==> config.mk <==
export PLATFORM = sky130hd
export DESIGN_NAME = mem_rr_arbiter
export DESIGN_NICKNAME = d
export VERILOG_FILES = /design/src/rtl/mem_rr_arbiter_pkg.sv /design/src/rtl/mem_rr_arbiter_rr_pick.sv /design/src/rtl/mem_rr_arbiter.sv
export SDC_FILE = /design/constraint.sdc
export NUM_CORES = 1
export LEC_CHECK = 0
export CAP_MARGIN = 20
export CORE_AREA = 2 2 125 127
export CTS_CLUSTER_DIAMETER = 120
export DETAILED_ROUTE_END_ITERATION = 16
export DIE_AREA = 0 0 127 129
export PLACE_DENSITY_LB_ADDON = 0.3
export RECOVER_POWER = 25
export REMOVE_ABC_BUFFERS = 1
export SETUP_SLACK_MARGIN = 0.15
export SLEW_MARGIN = 10
export SYNTH_ARGS = -nofsm -noshare
export SYNTH_HDL_FRONTEND = slang
export SYNTH_HIERARCHICAL = 1
export SYNTH_SLANG_ARGS = --single-unit
==> constraint.sdc <==
create_clock -name clk -period 6.3 [get_ports clk]
set_input_delay 1.26 -clock clk [delete_from_list [all_inputs] [get_ports clk]]
set_output_delay 1.26 -clock clk [all_outputs]
set_load 0.03 [all_outputs]
==> src/rtl/mem_rr_arbiter_pkg.sv <==
// Shared definitions for the round-robin memory port arbiter: FSM state
// encoding, default timeout / error-data constants and bus width constants.
package mem_rr_arbiter_pkg;

  // Native memory bus widths (picorv32 mem_* interface)
  localparam int WORD_W = 32;
  localparam int STRB_W = 4;

  // Defaults for the forced-completion path
  localparam int               DEF_TIMEOUT   = 255;
  localparam logic [WORD_W-1:0] DEF_ERR_RDATA = 32'h0000_0000;

  // Arbiter FSM states
  typedef enum logic [1:0] {
    ST_IDLE = 2'd0,
    ST_BUSY = 2'd1,
    ST_RESP = 2'd2
  } arb_state_e;

endpackage : mem_rr_arbiter_pkg

==> src/rtl/mem_rr_arbiter_rr_pick.sv <==
// Combinational round-robin find-first: returns the first set request bit
// scanning upward from ptr with wrap; ptr itself has top priority.
module mem_rr_arbiter_rr_pick #(
  parameter int N    = 2,
  parameter int ID_W = (N > 1) ? $clog2(N) : 1
) (
  input  logic [N-1:0]    req,
  input  logic [ID_W-1:0] ptr,
  output logic            any,
  output logic [ID_W-1:0] idx
);

  logic            any_s;
  logic [ID_W-1:0] idx_s;
  logic [ID_W-1:0] cand_s;
  logic            hit_s;

  // Walk the N candidates in priority order, keeping the first hit
  always_comb begin
    any_s  = 1'b0;
    idx_s  = '0;
    cand_s = '0;
    hit_s  = 1'b0;
    for (int i = 0; i < N; i++) begin
      cand_s = ID_W'((32'(ptr) + 32'(i)) % 32'(N));
      hit_s  = req[cand_s] & ~any_s;
      idx_s  = hit_s ? cand_s : idx_s;
      any_s  = any_s | req[cand_s];
    end
  end

  assign any = any_s;
  assign idx = idx_s;

endmodule : mem_rr_arbiter_rr_pick

==> src/rtl/mem_rr_arbiter.sv <==
// Round-robin arbiter sharing one downstream memory/IO port between N_CORES
// picorv32 native memory interfaces. One registered transaction at a time,
// with a per-transaction timeout that force-completes unanswered accesses.
module mem_rr_arbiter
  import mem_rr_arbiter_pkg::*;
#(
  parameter int               N_CORES   = 2,
  parameter int               ID_W      = (N_CORES > 1) ? $clog2(N_CORES) : 1,
  parameter int               TIMEOUT   = DEF_TIMEOUT,
  parameter logic [WORD_W-1:0] ERR_RDATA = DEF_ERR_RDATA
) (
  input  logic                        clk,
  input  logic                        reset,
  input  logic [N_CORES-1:0]          req_valid,
  input  logic [WORD_W*N_CORES-1:0]   req_addr,
  input  logic [WORD_W*N_CORES-1:0]   req_wdata,
  input  logic [STRB_W*N_CORES-1:0]   req_wstrb,
  output logic [N_CORES-1:0]          req_ready,
  output logic [WORD_W*N_CORES-1:0]   req_rdata,
  output logic                        dn_valid,
  output logic [WORD_W-1:0]           dn_addr,
  output logic [WORD_W-1:0]           dn_wdata,
  output logic [STRB_W-1:0]           dn_wstrb,
  input  logic                        dn_ready,
  input  logic [WORD_W-1:0]           dn_rdata,
  output logic [ID_W-1:0]             grant_id,
  output logic                        timeout_err
);

  // Last timer value before a transaction is forced to complete
  localparam logic [15:0]     TMO_LAST = 16'(TIMEOUT - 1);
  // Highest core index; the pointer wraps to zero after it
  localparam logic [ID_W-1:0] LAST_ID  = ID_W'(N_CORES - 1);

  arb_state_e          state_r;
  logic [ID_W-1:0]     rr_ptr_r;
  logic [ID_W-1:0]     grant_r;
  logic [15:0]         timer_r;
  logic                dn_valid_r;
  logic [WORD_W-1:0]   dn_addr_r;
  logic [WORD_W-1:0]   dn_wdata_r;
  logic [STRB_W-1:0]   dn_wstrb_r;
  logic [N_CORES-1:0]  req_ready_r;
  logic                timeout_err_r;
  logic [WORD_W-1:0]   rdata_r [N_CORES];

  logic [WORD_W-1:0]   addr_arr_s  [N_CORES];
  logic [WORD_W-1:0]   wdata_arr_s [N_CORES];
  logic [STRB_W-1:0]   wstrb_arr_s [N_CORES];
  logic [N_CORES-1:0]  grant_oh_s;
  logic                pick_any_s;
  logic [ID_W-1:0]     pick_idx_s;

  mem_rr_arbiter_rr_pick #(
    .N    (N_CORES),
    .ID_W (ID_W)
  ) u_rr_pick (
    .req (req_valid),
    .ptr (rr_ptr_r),
    .any (pick_any_s),
    .idx (pick_idx_s)
  );

  // Split the flat per-core request buses into indexable words
  always_comb begin
    for (int i = 0; i < N_CORES; i++) begin
      addr_arr_s[i]  = req_addr[WORD_W*i +: WORD_W];
      wdata_arr_s[i] = req_wdata[WORD_W*i +: WORD_W];
      wstrb_arr_s[i] = req_wstrb[STRB_W*i +: STRB_W];
    end
  end

  // One-hot form of the current grant, used for the ready pulse
  always_comb begin
    grant_oh_s = '0;
    for (int i = 0; i < N_CORES; i++) begin
      grant_oh_s[i] = (grant_r == ID_W'(i));
    end
  end

  // Arbitration FSM with all outputs registered
  always_ff @(posedge clk) begin
    if (reset) begin
      state_r       <= ST_IDLE;
      rr_ptr_r      <= '0;
      grant_r       <= '0;
      timer_r       <= 16'd0;
      dn_valid_r    <= 1'b0;
      dn_addr_r     <= '0;
      dn_wdata_r    <= '0;
      dn_wstrb_r    <= '0;
      req_ready_r   <= '0;
      timeout_err_r <= 1'b0;
      for (int i = 0; i < N_CORES; i++) begin
        rdata_r[i] <= '0;
      end
    end else begin
      // Ready and timeout are single-cycle pulses unless set below
      req_ready_r   <= '0;
      timeout_err_r <= 1'b0;
      case (state_r)
        ST_IDLE: begin
          if (pick_any_s) begin
            grant_r    <= pick_idx_s;
            dn_addr_r  <= addr_arr_s[pick_idx_s];
            dn_wdata_r <= wdata_arr_s[pick_idx_s];
            dn_wstrb_r <= wstrb_arr_s[pick_idx_s];
            dn_valid_r <= 1'b1;
            timer_r    <= 16'd0;
            state_r    <= ST_BUSY;
          end else begin
            state_r    <= ST_IDLE;
          end
        end
        ST_BUSY: begin
          timer_r <= timer_r + 16'd1;
          if (dn_ready) begin
            // A real answer always wins, even on the last timer cycle
            if (dn_wstrb_r == 4'b0000) begin
              rdata_r[grant_r] <= dn_rdata;
            end
            req_ready_r <= grant_oh_s;
            dn_valid_r  <= 1'b0;
            state_r     <= ST_RESP;
          end else if (timer_r == TMO_LAST) begin
            if (dn_wstrb_r == 4'b0000) begin
              rdata_r[grant_r] <= ERR_RDATA;
            end
            req_ready_r   <= grant_oh_s;
            timeout_err_r <= 1'b1;
            dn_valid_r    <= 1'b0;
            state_r       <= ST_RESP;
          end else begin
            state_r <= ST_BUSY;
          end
        end
        ST_RESP: begin
          // Pulse cycle gives the core time to drop mem_valid before re-arbitration
          rr_ptr_r <= (grant_r == LAST_ID) ? '0 : grant_r + ID_W'(1);
          state_r  <= ST_IDLE;
        end
        default: begin
          dn_valid_r <= 1'b0;
          state_r    <= ST_IDLE;
        end
      endcase
    end
  end

  // Flatten the per-core read data registers onto the output bus
  always_comb begin
    req_rdata = '0;
    for (int i = 0; i < N_CORES; i++) begin
      req_rdata[WORD_W*i +: WORD_W] = rdata_r[i];
    end
  end

  assign req_ready   = req_ready_r;
  assign dn_valid    = dn_valid_r;
  assign dn_addr     = dn_addr_r;
  assign dn_wdata    = dn_wdata_r;
  assign dn_wstrb    = dn_wstrb_r;
  assign grant_id    = grant_r;
  assign timeout_err = timeout_err_r;

endmodule : mem_rr_arbiter
==> flow_metrics.tcl <==
set metrics [dict create \
    place_congestion 0.803 \
    critPathMaxFanout 83 \
    clockRootBuffer "clkbuf_16" \
    async_flop_share_pct 0 \
    synth_largest_area_cell "edfxtp_1" \
    grt_pass1_vias 5731 \
    period_needed_ps 4440 \
    rsz0062_at_grt "false" \
    hold_viol_final 0 \
    ant_nets 0 \
    io_pins 310 \
    yosysWarningCount 6 \
    cp_data_arrival_time_ps 4590 \
    syn2layout_area_growth_pct 57.9 \
    drive_gt1_share_pct 4.85 \
    post-cts-setup-buffers 0 \
    crit_type "primary input to flop" \
    synth_top_family_by_area "simple AND/OR/NAND/NOR gates" \
    critPathLaunch "reset" \
    grt_pass1_wl_um 29600 \
    grt_overflow 0 \
    routedWlPerCell_um 17.8 \
    rows 45 \
    period_share_pct 70.5 \
    diodes 0 \
    gr-usage-all-layers_pct 23.2 \
    numPortBuffers 309 \
    die_h_um 129 \
    vias_per_cell 5.23 \
    grt_max_degree 84 \
    start_util_pct 43.3 \
    yosysTopAreaCellShare_pct 29.6 \
    path_clk_slew_ps 60 \
    syn_avg_cell_area_sq_um 11.1 \
    synth_cell_types 47 \
    ys_seq_area_share_pct 58.0 \
    clock_path_buffers 2 \
    cellLeakagePower_uw 0.00378 \
    synth_xor_area_share_pct 0.270 \
    hp-class "flop to flop" \
    wirelength_um 19100 \
    cts_resized 0 \
    end_kind "flop" \
    synthAdderAreaFrac_pct 0.386 \
    antenna_found_initial 0 \
    ys_top_cells_by_area "edfxtp_1 (30%), dfxtp_1 (28%), mux2i_1 (10%)" \
    firstDrtPassIters 4 \
    cts_buffers 17 \
    worst_slack_ps 1860 \
    required_ps 6450 \
    holdPathStages 2 \
    setup_viol 0 \
    first_iter_violations 257 \
    dp_hpwl_um 14000 \
    synth-main-ff-cell "dfxtp_1" \
    reg2reg_setup_slack_ps 3060 \
    cts_tree "done" \
    rr_startpoint "timer_r[1]" \
    cts_max_level 4 \
    finish.net_count 1049 \
    min_from "dn_wdata[25]" \
    reg2reg_depth 6 \
    die_area_sq_mm 0.0164 \
    status "finished with violations" \
    slew_headroom_pct -159 \
    dp_slack_ps 2690 \
    die-width_um 127 \
    drc 0 \
    max_freq_mhz 225 \
    dpl.cell_count 1043 \
    syn_area_sq_mm 0.00649 \
    cts_hold_buf 0 \
    cap_violations 2 \
    startpoint_type "primary input" \
    crit_path_top_delay_cell "clkbuf_1" \
    violations "capacitance limit, slew limit" \
    core-area_sq_mm 0.0150 \
    clock_sinks 156 \
    yosys.area_share.simple_pct 16.1 \
    critical-path-max-stage-delay_ps 2730 \
    path_cells "buf_2 -> clkbuf_1 -> nand4b_1 -> o31ai_1" \
    synthMuxAreaShare_pct 10.7 \
    power.density_mw_per_mm2 267 \
    syn_inst 584 \
    synth_compound_area_share_pct 11.5 \
    worst_slew_pin_slew_ps 3890 \
    fin_skew_ps 8.84 \
    vdd_drop_max_mv 0.190 \
    clk_latency_ps 410 \
    ys_ff_latch 156 \
    synth-edff-count 64 \
    stdcell_count 1075 \
    vias 5617 \
    maxSlewViolCount 117 \
]
-- cell usage in the layout, fill, tap and decap left out, drive strengths merged, types with 10 or more instances in the layout --
master,instances
clkbuf,24
dfxtp,92
a211oi,70
clkdlybuf4s50,299
mux2i,68
nor2,80
a21oi,10
edfxtp,64
and2,65
nand2,13
-- stage by stage --
stage / utilization [%] / cell area (sq um) / hold WS [ps] / total power [uW] / setup TNS [ps]
after floorplan: - / 6310 / 435 / 1510 / -218750
after global placement: 64.8 / 9700 / 464 / 1780 / 0
after detailed placement: 64.8 / 9700 / 492 / 1790 / 0
after CTS: 68.5 / 10300 / 500 / 2760 / 0
after global routing: 68.4 / 10200 / 524 / 2840 / 0
final: 68.4 / 10200 / 496 / 2730 / 0
-- critical path: cells and delay by family --
family	cells	cell delay, ps
buffers and inverters	2	2900
and+or+nand+nor	1	320
AOI/OAI and AO/OA	1	90
-- per-layer routing --
layer | wire length [um] | vias to the layer above | track usage (%)
li1 | - | 2696 | -
met1 | 7330 | 2641 | 25.7
met2 | 9610 | 247 | 40.0
met3 | 1590 | 33 | 8.77
met4 | 557 | 0 | 10.5
met5 | 0 | - | 0
-- path summary, 6_finish.rpt --
path,endpoint
max reg2reg,rdata_r[0][22]
min reg2reg,dn_wdata[25]
max,timer_r[9]
min,dn_wdata[25]
-- cell usage after synthesis, types with 2 or more instances --
cell	n
a211oi_1	70
and4_1	2
clkbuf_1	34
mux2i_1	68
nor2b_1	3
and2_1	65
nand2_1	13
o211ai_1	2
dfxtp_1	92
nor4_1	3
inv_1	7
a21oi_1	10
nand2b_1	3
ha_1	2
nand3_1	4
nand4_1	4
or3_1	3
a311oi_1	4
edfxtp_1	64
a31oi_1	3
o21ai_0	8
nor3_1	8
nor2_1	80
buf_2	9
-- cell families (layout without fill, tap and decap cells) --
group	count (synthesis)	in the layout
flops	156	156
xor+xnor	2	2
compound gates	104	104
buf+inv	51	354
mux	69	69
fa+ha+maj	2	2
simple gates	200	200
-- report_power, final --
group	switching [uW]	internal, uW	total (uW)
clock	399	564	964
sequential	41.3	1130	1170
combinational	322	279	601
-- state kept, by name (all words and copies together), names as in the netlist --
name / flops
dn_addr: 32
dn_valid: 1
grant_id: 1
timer_r: 16
rdata_r: 64
rr_ptr_r: 1
dn_wdata: 32
timeout_err: 1
state_r: 2
req_ready: 2
dn_wstrb: 4
-- area by class of cell --
cell class	count	area, sq um
clock buffer	22	464
clock inverter	10	92.6
fill	1123	4730
inverter	7	26.3
multi-input combinational	377	2540
sequential	156	3760
tap	188	235
timing repair buffer	315	3130
No activity file was read; power rests on OpenSTA's default activity.
